===== src/rtl/game_pkg.sv =====
// game_pkg: shared FSM states, game_state encodings
// and default frame timing for the game controller.
package game_pkg;

  typedef enum logic [2:0] {
    S_IDLE,
    S_PLAYING,
    S_DYING,
    S_OVER,
    S_WIN
  } state_t;

  localparam logic [1:0] GS_IDLE    = 2'd0;
  localparam logic [1:0] GS_PLAYING = 2'd1;
  localparam logic [1:0] GS_DYING   = 2'd2;
  localparam logic [1:0] GS_OVER    = 2'd3;

  localparam int DEATH_FRAMES_DEF = 120;
  localparam int FLASH_FRAMES_DEF = 8;

  // WIN shares the OVER code; win_flag tells them apart
  function automatic logic [1:0] gs_enc(input state_t s);
    case (s)
      S_PLAYING:    return GS_PLAYING;
      S_DYING:      return GS_DYING;
      S_OVER, S_WIN: return GS_OVER;
      default:      return GS_IDLE;
    endcase
  endfunction

endpackage


===== src/rtl/rise_detect.sv =====
// rise_detect: one-Clk pulse on each rising edge
// of a signal already in the Clk domain.
module rise_detect (
  input  logic Clk,
  input  logic Reset,
  input  logic i_d,
  output logic o_rise
);

  logic r_prev;

  always_ff @(posedge Clk) begin
    if (Reset) r_prev <= 1'b0;
    else       r_prev <= i_d;
  end

  assign o_rise = i_d & ~r_prev;

endmodule


===== src/rtl/game_state_ctrl.sv =====
// game_state_ctrl: top-level game flow FSM with
// death timer, sprite flash and level restart.
module game_state_ctrl
  import game_pkg::*;
#(
  parameter int DEATH_FRAMES = DEATH_FRAMES_DEF,
  parameter int FLASH_FRAMES = FLASH_FRAMES_DEF
) (
  input  logic       Clk,
  input  logic       Reset,
  input  logic       frame_clk,
  input  logic       player1_dead,
  input  logic       player2_dead,
  input  logic       player1_at_door,
  input  logic       player2_at_door,
  input  logic       start_key,
  output logic [1:0] game_state,
  output logic       win_flag,
  output logic       level_reset,
  output logic       freeze_players,
  output logic [1:0] dead_who,
  output logic       dead_flash
);

  localparam int CW = $clog2(DEATH_FRAMES + 1);
  localparam int FW = $clog2(FLASH_FRAMES + 1);

  logic          r_fc_s1, r_fc_s2;
  logic          w_frame_tick, w_start_pulse;
  logic          w_dead, w_win;
  state_t        r_state, w_state_nx;
  logic [CW-1:0] r_cnt, w_cnt_nx;
  logic [FW-1:0] r_fcnt, w_fcnt_nx;
  logic          r_flash, w_flash_nx;
  logic [1:0]    r_who, w_who_nx;
  logic          r_lr, w_lr_nx;
  logic [1:0]    r_gs;
  logic          r_win, r_freeze;

  always_ff @(posedge Clk) begin
    if (Reset) begin
      r_fc_s1 <= 1'b0;
      r_fc_s2 <= 1'b0;
    end else begin
      r_fc_s1 <= frame_clk;
      r_fc_s2 <= r_fc_s1;
    end
  end

  rise_detect u_frame_rd (
    .Clk    (Clk),
    .Reset  (Reset),
    .i_d    (r_fc_s2),
    .o_rise (w_frame_tick)
  );

  rise_detect u_start_rd (
    .Clk    (Clk),
    .Reset  (Reset),
    .i_d    (start_key),
    .o_rise (w_start_pulse)
  );

  // hazard latches are still clearing while level_reset is out
  assign w_dead = (player1_dead | player2_dead) & ~r_lr;
  assign w_win  = player1_at_door & player2_at_door;

  always_comb begin
    w_state_nx = r_state;
    w_cnt_nx   = r_cnt;
    w_fcnt_nx  = r_fcnt;
    w_flash_nx = 1'b0;
    w_who_nx   = r_who;
    w_lr_nx    = 1'b0;
    unique case (r_state)
      S_IDLE, S_OVER, S_WIN: begin
        if (w_start_pulse) begin
          w_state_nx = S_PLAYING;
          w_lr_nx    = 1'b1;
          w_who_nx   = 2'b00;
        end
      end
      S_PLAYING: begin
        if (w_dead) begin
          w_state_nx = S_DYING;
          w_who_nx   = {player2_dead, player1_dead};
          w_cnt_nx   = '0;
          w_fcnt_nx  = '0;
          w_flash_nx = 1'b1;
        end else if (w_win) begin
          w_state_nx = S_WIN;
        end
      end
      S_DYING: begin
        w_flash_nx = r_flash;
        if (w_frame_tick) begin
          if (r_cnt == CW'(DEATH_FRAMES - 1)) begin
            w_state_nx = S_OVER;
            w_flash_nx = 1'b0;
          end else begin
            w_cnt_nx = r_cnt + CW'(1);
            if (r_fcnt == FW'(FLASH_FRAMES - 1)) begin
              w_fcnt_nx  = '0;
              w_flash_nx = ~r_flash;
            end else begin
              w_fcnt_nx = r_fcnt + FW'(1);
            end
          end
        end
      end
      default: w_state_nx = S_IDLE;
    endcase
  end

  always_ff @(posedge Clk) begin
    if (Reset) begin
      r_state  <= S_IDLE;
      r_cnt    <= '0;
      r_fcnt   <= '0;
      r_flash  <= 1'b0;
      r_who    <= 2'b00;
      r_lr     <= 1'b0;
      r_gs     <= GS_IDLE;
      r_win    <= 1'b0;
      r_freeze <= 1'b1;
    end else begin
      r_state  <= w_state_nx;
      r_cnt    <= w_cnt_nx;
      r_fcnt   <= w_fcnt_nx;
      r_flash  <= w_flash_nx;
      r_who    <= w_who_nx;
      r_lr     <= w_lr_nx;
      r_gs     <= gs_enc(w_state_nx);
      r_win    <= (w_state_nx == S_WIN);
      r_freeze <= (w_state_nx != S_PLAYING);
    end
  end

  assign game_state     = r_gs;
  assign win_flag       = r_win;
  assign level_reset    = r_lr;
  assign freeze_players = r_freeze;
  assign dead_who       = r_who;
  assign dead_flash     = r_flash;

endmodule


===== config.mk =====
export PLATFORM = sky130hd
export DESIGN_NAME = game_state_ctrl
export DESIGN_NICKNAME = d
export VERILOG_FILES = /design/src/rtl/game_pkg.sv /design/src/rtl/rise_detect.sv /design/src/rtl/game_state_ctrl.sv
export SDC_FILE = /design/constraint.sdc
export NUM_CORES = 1
export LEC_CHECK = 0
export CAP_MARGIN = 20
export CORE_MARGIN = 2
export CORE_UTILIZATION = 35
export DETAILED_ROUTE_END_ITERATION = 10
export SYNTH_ARGS = -nofsm -noshare
export SYNTH_HDL_FRONTEND = slang
export SYNTH_HIERARCHICAL = 1
export SYNTH_SLANG_ARGS = --single-unit

===== constraint.sdc =====
create_clock -name Clk -period 4.35 [get_ports Clk]
set_input_delay 1.0875 -clock Clk [delete_from_list [all_inputs] [get_ports Clk]]
set_output_delay 1.0875 -clock Clk [all_outputs]
set_load 0.01 [all_outputs]

==> results of run 1 <==
-- report_power, final --
part / switching, mW / internal (mW) / total [mW]
Sequential: 0.00622 / 0.246 / 0.252
Clock: 0.0763 / 0.0934 / 0.170
Combinational: 0.0229 / 0.0239 / 0.0469
Total: 0.105 / 0.363 / 0.468
-- kinds of logic (layout without fill, tap and decap cells) --
kind of cell	Yosys count	count (layout)	synth area share, %
flip-flops	26	26	41.7
buffers and inverters	11	24	5.81
AND/OR/NAND/NOR	57	57	30.1
XOR/XNOR	6	6	4.21
AO/OA/AOI/OAI	25	25	16.2
adder cells (fa/ha/maj)	2	2	2.00
-- Yosys cell counts (2+ instances only) --
| cell | instances | area [µm²] |
|---|---|---|
| nand3_1 | 7 | 35.0 |
| xor2_1 | 5 | 43.8 |
| inv_1 | 5 | 18.8 |
| nand3b_1 | 2 | 15.0 |
| nor2b_1 | 3 | 18.8 |
| nand4_1 | 4 | 25.0 |
| a221oi_1 | 2 | 17.5 |
| nor3_1 | 2 | 10.0 |
| nor2b_4 | 4 | 55.1 |
| buf_6 | 4 | 45.0 |
| dfxtp_1 | 26 | 521 |
| nand2_1 | 9 | 33.8 |
| ha_1 | 2 | 25.0 |
| a21oi_1 | 4 | 20.0 |
| nor2_1 | 9 | 33.8 |
| o211ai_1 | 5 | 37.5 |
| or2_1 | 2 | 12.5 |
-- worst max path at each step --
stage	endpoint	slack [ns]
after global routing	game_state[0]	1.62
after floorplan	r_fcnt[3]	2.19
after detailed placement	game_state[0]	1.34
after global placement	game_state[0]	1.41
after CTS	game_state[0]	1.71
final	game_state[0]	1.72
-- critical path: cells and delay by family --
| kind | cells | cell delay (ns) |
|---|---|---|
| AO/OA/AOI/OAI | 2 | 0.34 |
| AND/OR/NAND/NOR | 1 | 0.24 |
| buffers and inverters | 2 | 1.21 |
-- metal layers --
metal  global-route usage, %  vias to the layer above
li1                        -                      482
met1                    17.4                      416
met2                    20.5                       14
met3                    2.82                        5
met4                    6.52                        0
met5                       0                        -
-- flip-flops by register name, indices dropped and copies added, names as in the netlist --
name,count
r_cnt,7
game_state,2
u_frame_rd/r_prev,1
dead_who,2
r_fc_s2,1
r_fcnt,4
r_state,3
win_flag,1
dead_flash,1
r_fc_s1,1
u_start_rd/r_prev,1
level_reset,1
freeze_players,1
-- per-stage QoR --
stage          instance area [µm²]  setup slack, ns  utilization [%]  power [mW]
5_1_grt                       1460             1.62             42.9       0.493
3_3_place_gp                  1400             1.41             41.4       0.304
2_1_floorplan                 1250             2.19                -       0.286
3_5_place_dp                  1400             1.34             41.4       0.304
6_report                      1460             1.72             42.9       0.468
4_1_cts                       1460             1.71             42.9       0.475
-- layout make-up --
type                    count  area share [%]
clock inverters             1            2.06
flip-flops and latches     26            35.8
clock buffers               3            1.55
multi-input cells          90            45.1
inverters                   5            1.29
well taps                  46            3.96
repair buffers             15            10.3
-- placed cells by master, fill, tap and decap left out, types with 2 or more instances in the layout --
master,n
dfxtp_1,26
ha_1,2
nor2_1,9
or2_1,2
xor2_1,5
nor2b_4,4
clkbuf_4,3
nand4_1,4
clkdlybuf4s50_1,15
nand2_1,9
o211ai_1,5
inv_1,5
nand3b_1,2
nand3_1,7
a221oi_1,2
a21oi_1,4
nor2b_1,3
nor3_1,2
==> results.json, run 1 <==
{
  "drive_gt1_share_pct": 11.4,
  "yosysSeqAreaShare_pct": 41.7,
  "yosysWarnings": 6,
  "start_kind": "input pin",
  "synth_cells": 127,
  "cts.clk_slew.worst_paths_ns": 0.15,
  "worst_hold_path.num_cells": 1,
  "grt_pass1_vias": 901,
  "cts_tree": "done",
  "grt_usage_pct": 13.2,
  "cts_buffer_depth": 2,
  "initial_core_util_pct": 36.8,
  "synth_area_um2": 1250,
  "vias_per_cell": 4.93,
  "grt_max_degree": 17,
  "crit_slowest_cell": "clkdlybuf4s50_1",
  "final_nets": 151,
  "synthFlopType": "dfxtp_1",
  "fill_cells": 333,
  "regArea_um2": 520,
  "syn_nets": 137,
  "final_hold_viol_count": 0,
  "leakagePower_nw": 0.527,
  "period_needed_ns": 2.63,
  "io_buffer_count": 15,
  "area_growth_syn_to_layout_pct": 16.5,
  "synthDistinctLibCells": 49,
  "io_pins": 16,
  "overflow": 0,
  "num_vias": 917,
  "drt_iter0_markers": 16,
  "multi_input_area_um2": 656,
  "outcome": "complete, no violations",
  "period_share_pct": 60.4,
  "max_clock_freq_mhz": 381,
  "instances_no_fill": 186,
  "cp.required_ns": 4.60,
  "drv_cap": 0,
  "finalWirelength_mm": 2.33,
  "r2r_cells": 4,
  "cts_max_level": 1,
  "wl_met1_mm": 1.15,
  "top_layer_used": "met4",
  "hold_start": "r_fc_s1",
  "post_synth.cell_area_avg_um2": 9.83,
  "wl_met2_mm": 1.06,
  "reg2reg_slack_ns": 2.62,
  "synth_edf_count": 0,
  "crit_arrival_ns": 2.88,
  "cts.sinks": 26,
  "timing.rr.start": "level_reset",
  "setup.worst_path.start": "Reset",
  "crit_path_max_incr_delay_ns": 0.99,
  "rsz0062_at_grt": "false",
  "criticalPathCategory": "in -> reg",
  "grt_pass1_wl_mm": 4.11,
  "setup_violations": 0,
  "coreArea_um2": 3390,
  "dp.cells": 182,
  "cts_buffers": 3,
  "ant_nets": 0,
  "crit_path_frequent_cell": "o211ai_1",
  "num_rows": 21,
  "hold_end": "r_fc_s2",
  "slew_headroom_pct": 47.0,
  "drtPass1Iterations": 4,
  "antenna_found_initial": 0,
  "hpwl_mm": 1.72,
  "cts_resized": 0,
  "cp_cell_sequence": "clkdlybuf4s50_1 -> inv_1 -> o211ai_1 -> o211ai_1 -> or2_1",
  "r2r_end": "r_cnt[0]",
  "power_density_nw_per_um2": 322,
  "dr_wl_met3_um": 77,
  "gp_congestion": 0.793,
  "die_h_um": 63.7,
  "wl_per_cell_um": 12.5,
  "slew_violations": 0,
  "root_buffer": "clkbuf_4",
  "n_antenna_cell": 0,
  "drc_errors": 0,
  "async_flop_share_pct": 0,
  "holdWs_ns": 0.462,
  "die_w_um": 63.7,
  "irDropWorstVdd_mv": 0.134,
  "worst_pin_slew_ns": 0.792,
  "clk_latency_ns": 0.34,
  "fin_worst_skew_ns": 0.00850,
  "dieArea_um2": 4060,
  "postCtsSetupBuffers": 0,
  "hp-class": "reg -> reg",
  "path_max_fanout": 16,
  "ys_ff_latch": 26,
  "hold_buffers": 0,
  "fin_setup_tns_ns": 0,
  "crit_path_end_kind": "register"
}
(Power assumes the default switching activity.)
==> inputs of run 2 (changes only) <==
- clock period: 4.35 -> 2.12 ns (I/O delays scaled with it)
==> results.json, run 2 (same netlist as run 1, synthesis figures left out) <==
{
  "regArea_um2": 520,
  "crit_path_end_kind": "register",
  "fin_worst_skew_ns": 0.00724,
  "criticalPathCategory": "in -> reg",
  "postCtsSetupBuffers": 0,
  "final_hold_viol_count": 0,
  "leakagePower_nw": 0.551,
  "slew_violations": 0,
  "power_density_nw_per_um2": 647,
  "fill_cells": 345,
  "io_pins": 16,
  "layout_commonest_cell": "dfxtp_1",
  "worst_pin_slew_ns": 0.370,
  "n_antenna_cell": 0,
  "largest_register_ffs": 7,
  "initial_core_util_pct": 36.8,
  "cts.clk_slew.worst_paths_ns": 0.15,
  "setup_violations": 0,
  "path_max_fanout": 10,
  "grt_usage_pct": 13.5,
  "irDropWorstVdd_mv": 0.336,
  "crit_arrival_ns": 2.03,
  "cts_max_level": 1,
  "drtPass1Iterations": 4,
  "overflow": 0,
  "grt_pass1_vias": 1023,
  "multi_input_area_um2": 656,
  "period_share_pct": 84.7,
  "drc_errors": 0,
  "cp.required_ns": 2.35,
  "final_cell_mix": "26 x dfxtp_1, 15 x clkdlybuf4s50_1, 9 x nor2_1, 9 x nand2_1, 7 x nand3_1",
  "cts.sinks": 26,
  "start_kind": "input pin",
  "cts_buffer_depth": 2,
  "final_nets": 156,
  "hpwl_mm": 1.79,
  "pre_cts_slack_ns": -0.0245,
  "cts_buffers": 3,
  "antenna_found_initial": 0,
  "hold_buffers": 0,
  "outcome": "complete, no violations",
  "die_h_um": 63.7,
  "grt_max_degree": 16,
  "grt_pass1_wl_mm": 4.40,
  "top_regs": "r_cnt x7, r_fcnt x4, r_state x3",
  "rsz0062_at_grt": "false",
  "num_vias": 992,
  "num_rows": 21,
  "clk_latency_ns": 0.33,
  "gp_congestion": 0.731,
  "io_buffer_count": 15,
  "hp-class": "reg -> reg",
  "drive_gt1_share_pct": 14.5,
  "area_growth_syn_to_layout_pct": 19.5,
  "largest-register": "r_cnt",
  "slew_headroom_pct": 75.3,
  "period_needed_ns": 1.80,
  "dieArea_um2": 4060,
  "cts_resized": 0,
  "max_clock_freq_mhz": 557,
  "drt_iter0_markers": 13,
  "power_uw": 966,
  "finalWirelength_mm": 2.39,
  "vias_per_cell": 5.19,
  "die_w_um": 63.7,
  "cts_tree": "done",
  "ant_nets": 0,
  "drv_cap": 0,
  "coreArea_um2": 3390,
  "root_buffer": "clkbuf_4",
  "fin_ws_ns": 0.325,
  "wl_per_cell_um": 12.5
}
## run 2: worst paths after layout
path / cells after the start / endpoint / slack, ns / start
worst max-delay path: 6 / r_fcnt[3] / 0.32 / player2_dead
worst min-delay path: 1 / r_fc_s2 / 0.46 / r_fc_s1
worst max register to register: 4 / game_state[0] / 0.57 / r_state[2]
worst min register to register: 1 / r_fc_s2 / 0.46 / r_fc_s1
## run 2: per-stage QoR
stage | setup TNS, ns | cells | hold slack [ns] | instance area (µm²) | utilization [%]
final | 0 | 191 | 0.458 | 1490 | 44.0
after CTS | 0 | 191 | 0.462 | 1490 | 44.0
after floorplan | 0 | 127 | 0.414 | 1250 | -
after global placement | 0 | 187 | 0.424 | 1440 | 42.5
after detailed placement | -0.0360 | 187 | 0.426 | 1440 | 42.5
after global routing | 0 | 191 | 0.473 | 1490 | 44.0
## run 2: power breakdown
part | internal, mW | switching [mW]
Combinational | 0.0553 | 0.0487
Clock | 0.191 | 0.153
Sequential | 0.504 | 0.0128
## run 2: per-layer routing
layer | track usage, % | routed length (µm)
met5 | 0 | 0
met4 | 5.71 | 48
met3 | 2.11 | 64
met2 | 22.6 | 1120
met1 | 17.3 | 1160
## run 2: cell type report
type                       count  area share (%)
timing repair buffer          20            12.6
inverter                       5            1.26
sequential                    26            34.9
tap                           46            3.86
clock buffer                   3            1.51
multi-input combinational     90            43.9
clock inverter                 1            2.01
## run 2: critical path: stages
cell,delay [ns]
clkdlybuf4s50_1,0.49
o21bai_1,0.09
or4b_1,0.46
buf_4,0.20
a22oi_1,0.18
o21ai_1,0.08
